## src/rtl/dpram_fifo_ctrl.sv

```systemverilog
// rtl/dpram_fifo_ctrl.sv - FIFO controller for a 64x8 dual-port RAM
// Port A pushes, port B prefetches the head word into an output register.
module dpram_fifo_ctrl #(
   parameter int DW = 8,
   parameter int AW = 6
) (
   input  logic          clk,
   input  logic          rst,
   input  logic          clr,
   input  logic [DW-1:0] in_data,
   input  logic          in_valid,
   output logic          in_ready,
   output logic [DW-1:0] out_data,
   output logic          out_valid,
   input  logic          out_ready,
   output logic [AW:0]   count,
   output logic [AW-1:0] ad_a,
   output logic [DW-1:0] data_a,
   output logic          wre_a,
   output logic [AW-1:0] ad_b,
   output logic [DW-1:0] data_b,
   output logic          wre_b,
   input  logic [DW-1:0] q_b
);

   localparam logic [AW:0] FULL_CNT = {1'b1, {AW{1'b0}}};

   typedef enum logic [1:0] {IDLE, FETCH, HOLD} state_t;

   state_t        state_q, state_d;
   logic [AW:0]   wr_ptr_q, wr_ptr_d;
   logic [AW:0]   rd_ptr_q, rd_ptr_d;
   logic [DW-1:0] out_data_q, out_data_d;
   logic [AW:0]   mem_cnt;
   logic          push;
   logic          issue;

   assign mem_cnt  = wr_ptr_q - rd_ptr_q;
   assign in_ready = !rst && (mem_cnt != FULL_CNT);
   assign push     = in_valid && in_ready;

   always_ff @(posedge clk or posedge rst) begin
      if (rst) begin
         state_q    <= IDLE;
         wr_ptr_q   <= '0;
         rd_ptr_q   <= '0;
         out_data_q <= '0;
      end else begin
         state_q    <= state_d;
         wr_ptr_q   <= wr_ptr_d;
         rd_ptr_q   <= rd_ptr_d;
         out_data_q <= out_data_d;
      end
   end

   // An issue presents rd_ptr to port B this edge; the word lands in out_data one edge later.
   always_comb begin
      state_d    = state_q;
      wr_ptr_d   = wr_ptr_q;
      rd_ptr_d   = rd_ptr_q;
      out_data_d = out_data_q;
      issue      = 1'b0;
      case (state_q)
         IDLE: begin
            if (mem_cnt != '0) begin
               issue   = 1'b1;
               state_d = FETCH;
            end
         end
         FETCH: begin
            out_data_d = q_b;
            state_d    = HOLD;
         end
         HOLD: begin
            if (out_ready) begin
               if (mem_cnt != '0) begin
                  issue   = 1'b1;
                  state_d = FETCH;
               end else begin
                  state_d = IDLE;
               end
            end
         end
         default: state_d = IDLE;
      endcase
      if (issue) rd_ptr_d = rd_ptr_q + 1'b1;
      if (push)  wr_ptr_d = wr_ptr_q + 1'b1;
      if (clr) begin
         state_d    = IDLE;
         wr_ptr_d   = '0;
         rd_ptr_d   = '0;
         out_data_d = '0;
      end
   end

   assign out_data  = out_data_q;
   assign out_valid = (state_q == HOLD);
   assign count     = mem_cnt + {{AW{1'b0}}, (state_q != IDLE)};

   assign ad_a   = wr_ptr_q[AW-1:0];
   assign data_a = in_data;
   assign wre_a  = push && !clr;
   assign ad_b   = rd_ptr_q[AW-1:0];
   assign data_b = '0;
   assign wre_b  = 1'b0;

endmodule

```

## config.mk

```make
export PLATFORM = sky130hd
export DESIGN_NAME = dpram_fifo_ctrl
export DESIGN_NICKNAME = d
export VERILOG_FILES = /design/src/rtl/dpram_fifo_ctrl.sv
export SDC_FILE = /design/constraint.sdc
export NUM_CORES = 1
export LEC_CHECK = 0
export CORE_AREA = 2 2 70 72
export CTS_BUF_LIST = sky130_fd_sc_hd__clkbuf_8
export CTS_CLUSTER_SIZE = 16
export DETAILED_ROUTE_END_ITERATION = 12
export DIE_AREA = 0 0 72 74
export PLACE_DENSITY = 0.77
export SLEW_MARGIN = 20
export SYNTH_ARGS = -nofsm -noshare
export SYNTH_HDL_FRONTEND = slang
export SYNTH_SLANG_ARGS = --single-unit
```

## constraint.sdc

```tcl
create_clock -name clk -period 3.3 [get_ports clk]
set_input_delay 0.99 -clock clk [delete_from_list [all_inputs] [get_ports clk]]
set_output_delay 0.99 -clock clk [all_outputs]
set_load 0.005 [all_outputs]
```

======== After elaboration in Yosys (flattened, before gate mapping) ========
Cells that the tools add are included.
Widths: inputs -> output; s select.
operators by class
  eq/ne operators ......................... 5
  add/subtract/negate cells ............... 4
  $mul .................................... 0
  div/mod/pow operators ................... 0
  shift operators ......................... 0
  bitwise gates (word level) .............. 0
  mux-type cells .......................... 14
  reductions and logical operators ........ 12
  order comparisons ....................... 0
operators by type and width
  cell                 number
  $mux 7               4
  $mux 8               2
  $add 7x1->7 const B  2
  $reduce_bool 2->1    4
  $add 7x1->7          1
  $ne 7x7->1 const B   1
  $reduce_bool 7->1    1
  $sub 7x7->7          1
  $mux 2               3
  $pmux 2 s3           1
  $logic_and 1x1->1    3
  $mux 1               3
  $ne 3x2->1 const B   1
  $ne 3x3->1 const B   1
  $eq 2x1->1 const B   1
  $eq 2x2->1 const B   1
  $logic_not 1->1      2
  $logic_not 2->1      1
  $pmux 1 s2           1
  $reduce_and 2->1     1
word-level totals
  output and inout bits ................... 47
  memories ................................ 0
  bits of input ports ..................... 21
  word-level logic and storage cells ...... 39
  flip-flop bits (word level) ............. 24
  memory bits (read-only) ................. 0
  bits in writable memories ............... 0
  bits in latches ......................... 0

======== Logic depth before layout (Yosys ltp) ========
  depth in word-level cells ............... 7
  mapped depth ............................ 12
  mapped depth without buffers ............ 11

======== Worst setup path before layout ========
OpenSTA, ideal clock, no wires.
  path kind ............................... reg-to-output
  start point ............................. register wr_ptr_q[0]
  end point ............................... output wre_a
  arrival time ............................ 2.505 ns
  slack ................................... -0.195 ns
  required time ........................... 2.310 ns
  cell stages (with the launch flop) ...... 10
  path buffers ............................ 0
  path through ............................ dfrtp_1 > inv_1 > ha_1 > inv_1 > fa_1 > xor2_1 > or3_4 > nor4b_4 > a21boi_0 > nor2b_1
on the way
  longest elaborated chain between the ends .. 5
RTL lines
  item                      RTL line  text
  start: declaration        31        logic [AW:0] wr_ptr_q, wr_ptr_d;
  start signal: assignment  50        wr_ptr_q <= wr_ptr_d;
  $sub 7x7->7               38        assign mem_cnt = wr_ptr_q - rd_ptr_q;
  $ne 7x7->1                39        assign in_ready = !rst && (mem_cnt != FULL_CNT);
  $logic_and 1x1->1         39
  $logic_and 1x1->1         40        assign push = in_valid && in_ready;
  $logic_and 1x1->1         102       assign wre_a = push && !clr;
  end: declaration          19        output logic wre_a,
Every way passes these cells.

======== Worst setup path after layout ========
Same ends and word-level chain as after synthesis.

==> impl_metrics.env <==
export IMPL_final_hold_viol_count=0
export IMPL_grt_pass1_vias=1456
export IMPL_finalMaxSlewViolations=0
export IMPL_ys_warn_count=0
export IMPL_dr_pass1_iters=4
export IMPL_dp_hpwl_um=3176
export IMPL_cts_root_buf="clkbuf_8"
export IMPL_clock_latency_ns=0.27
export IMPL_cts_reportedPaths_clkPinSlew_ns=0.10
export IMPL_syn2layout_area_growth_pct=35.16
export IMPL_cp_end_kind="primary output"
export IMPL_cts_hold_buffers_added=0
export IMPL_maxSlewHeadroom_pct=59.37
export IMPL_io_buffer_count=42
export IMPL_layout_commonest_cell="buf_4"
export IMPL_die_x_um=72
export IMPL_hp_start="out_data[7]"
export IMPL_fillCellCount=428
export IMPL_p_per_area_nw_per_um2=661.2
export IMPL_globalplace_congestion=0.8161
export IMPL_crit_required_ns=2.31
export IMPL_synth_seq_cells=24
export IMPL_critPathMaxFanout=2
export IMPL_die_h_um=74
export IMPL_ir_drop_uv=295.3
export IMPL_cp_arrival_ns=2.53
export IMPL_placeableCoreArea_um2=4598
export IMPL_cp_start_kind="register"
export IMPL_period_minus_slack_ns=3.521
export IMPL_finalNetCount=302
export IMPL_grt_overflow=0
export IMPL_total_leakage_power_nw=1.150
export IMPL_cts_tree="built"
export IMPL_hp_class="reg2reg"
export IMPL_total_power_mw=1.657
export IMPL_setup_ws_ns=-0.2211
export IMPL_netlist_area_um2=1854
export IMPL_reg2reg_from="rd_ptr_q[5]"
export IMPL_rsz0062_at_grt="true"
export IMPL_crit_path_start="wr_ptr_q[0]"
export IMPL_worstMarginPinSlew_ns=0.6094
export IMPL_wl_um=4270
export IMPL_pin_count=68
export IMPL_diodes=0
export IMPL_grt_pass1_wl_um=6748
export IMPL_multi_input_area_um2=1032
export IMPL_dieArea_um2=5328
export IMPL_status="finished with violations"
export IMPL_synth_cells=211
export IMPL_num_vias=1583
export IMPL_h_tree_depth=1
export IMPL_placed_cells=315
export IMPL_yosysUniqueCellTypes=39
export IMPL_maxCapViolations=0
export IMPL_antenna_left=0
export IMPL_final_cell_mix="buf_4 (39), clkdlybuf4s50_1 (35), dfrtp_1 (24)"
export IMPL_drtIter0Drc=32
export IMPL_start_util_pct=40.33
export IMPL_drive_above_1_share_pct=25.28
export IMPL_setup_viol=2
export IMPL_critical_path_class="reg2out"
export IMPL_cts_sinks=24
export IMPL_ff_latch_area_um2=600.6
export IMPL_routedWlPerCell_um=13.22
export IMPL_viasPerCell=4.901
export IMPL_syn_area_per_cell_um2=8.788
export IMPL_grt_max_degree=27
export IMPL_seq_area_frac_synth_pct=32.39
export IMPL_fmax_ghz=0.2840
export IMPL_stdcell_count=323
export IMPL_fp_row_count=25
export IMPL_timing_final_crit_share_pct=106.7
export IMPL_drc=0
export IMPL_violations="negative setup slack"
export IMPL_clockBufferDepth=2
export IMPL_finClkSkew_ns=0.01293
export IMPL_track_usage_pct=16.11
export IMPL_grt_antenna_before_repair=0
export IMPL_cts_buffers=3
## worst max-delay path: stages (launching register included)
cell	delay, ns
dfrtp_1	0.38
inv_1	0.06
ha_2	0.17
inv_2	0.04
fa_2	0.36
xor2_2	0.16
or3_4	0.34
nor4b_4	0.28
buf_4	0.17
a21boi_2	0.05
nor2b_1	0.13
buf_2	0.12
## flip-flops by register name (all words and copies together) (netlist names)
register and flops:
out_data 8, rd_ptr_q 7, state_q 2, wr_ptr_q 7
## final cells by class
class | count | share of cell area [%]
tap | 54 | 2.696
clock inverter | 1 | 1.198
timing repair buffer | 81 | 27.36
clock buffer | 3 | 1.648
multi-input combinational | 147 | 41.19
sequential | 24 | 23.96
inverter | 13 | 1.947
## power by group
group          internal, mW  total (mW)  switching, mW
Sequential            0.334       0.362         0.0279
Combinational         0.559        1.03          0.474
Clock                 0.162       0.262          0.100
## per-layer routing
metal	GRT usage, %	routed length, um	vias up
met5	0	0	-
met4	3.774	28	0
met3	1.897	223	6
met2	29.84	2241	44
met1	20.17	1776	744
li1	-	-	789
## what timing repair did
item                                    4_1_cts  5_1_grt
endpoints found under the setup margin        7        6
pin swaps                                     7        4
gates resized for setup                      22        5
setup buffers                                 3        1
## path summary, 6_finish.rpt
check	to	slack, ns	depth (start not counted)
worst max-delay path	wre_a	-0.22	11
worst min-delay path	out_data[7]	0.53	2
worst max register to register	rd_ptr_q[6]	0.18	13
worst min register to register	out_data[7]	0.53	2
max in group asynchronous	out_data[1]	1.77	4
min in group asynchronous	state_q[1]	1.28	4
## per-stage QoR
step,setup TNS [ns],setup slack [ns],util [%],hold WS (ns),instance area [um^2]
2_1_floorplan,0,0.01947,-,0.5221,1898
3_3_place_gp,-0.2691,-0.1149,52.22,0.5130,2401
3_5_place_dp,-0.4451,-0.1830,52.22,0.5200,2401
4_1_cts,-0.6205,-0.3511,54.61,0.5334,2511
5_1_grt,-0.7119,-0.3218,54.50,0.5549,2506
6_report,-0.3990,-0.2211,54.50,0.5301,2506
## Yosys cell counts
library cell,instances,area share (%)
a21bo_2,1,0.54
conb_1,1,0.20
o21ai_1,1,0.27
nand3b_1,4,1.6
nand4_1,3,1.0
or3_4,1,0.61
nor3_1,4,1.1
a221oi_4,1,1.4
nor2b_1,5,1.7
mux2_2,1,0.61
a211oi_2,1,0.67
nand3_1,8,2.2
a41o_1,1,0.54
clkbuf_1,5,1.0
a31o_2,1,0.47
a211oi_1,2,0.81
nand2b_1,4,1.3
fa_1,1,1.1
a21o_1,4,1.6
or2_2,1,0.34
nor4b_4,1,1.3
and4_1,1,0.47
and3_1,3,1.0
nor3b_1,1,0.41
dfrtp_1,24,32
a21oi_1,20,5.4
or3b_1,1,0.47
nor2_1,15,3.0
buf_4,29,12
a2111oi_2,2,1.6
mux2i_1,3,1.6
a21boi_0,1,0.41
inv_1,13,2.6
ha_1,10,6.7
nand2_1,21,4.3
and2_1,2,0.67
buf_6,1,0.61
xnor2_1,9,4.3
xor2_1,4,1.9
## cell families (layout without fill, tap and decap cells)
| family | after synthesis | after routing | share of synthesized area [%] |
|---|---|---|---|
| DFF | 24 | 24 | 32.39 |
| xor gates and xnor gates | 13 | 13 | 6.140 |
| adders and majority gates | 11 | 11 | 7.827 |
| buffers and inverters | 48 | 98 | 15.99 |
| muxes | 4 | 4 | 2.227 |
| AOI/OAI and AO/OA | 35 | 35 | 13.77 |
| other | 1 | 9 | 0.2022 |
| and+or+nand+nor | 75 | 75 | 21.46 |
Note: power is estimated with default switching activity, not from simulation.
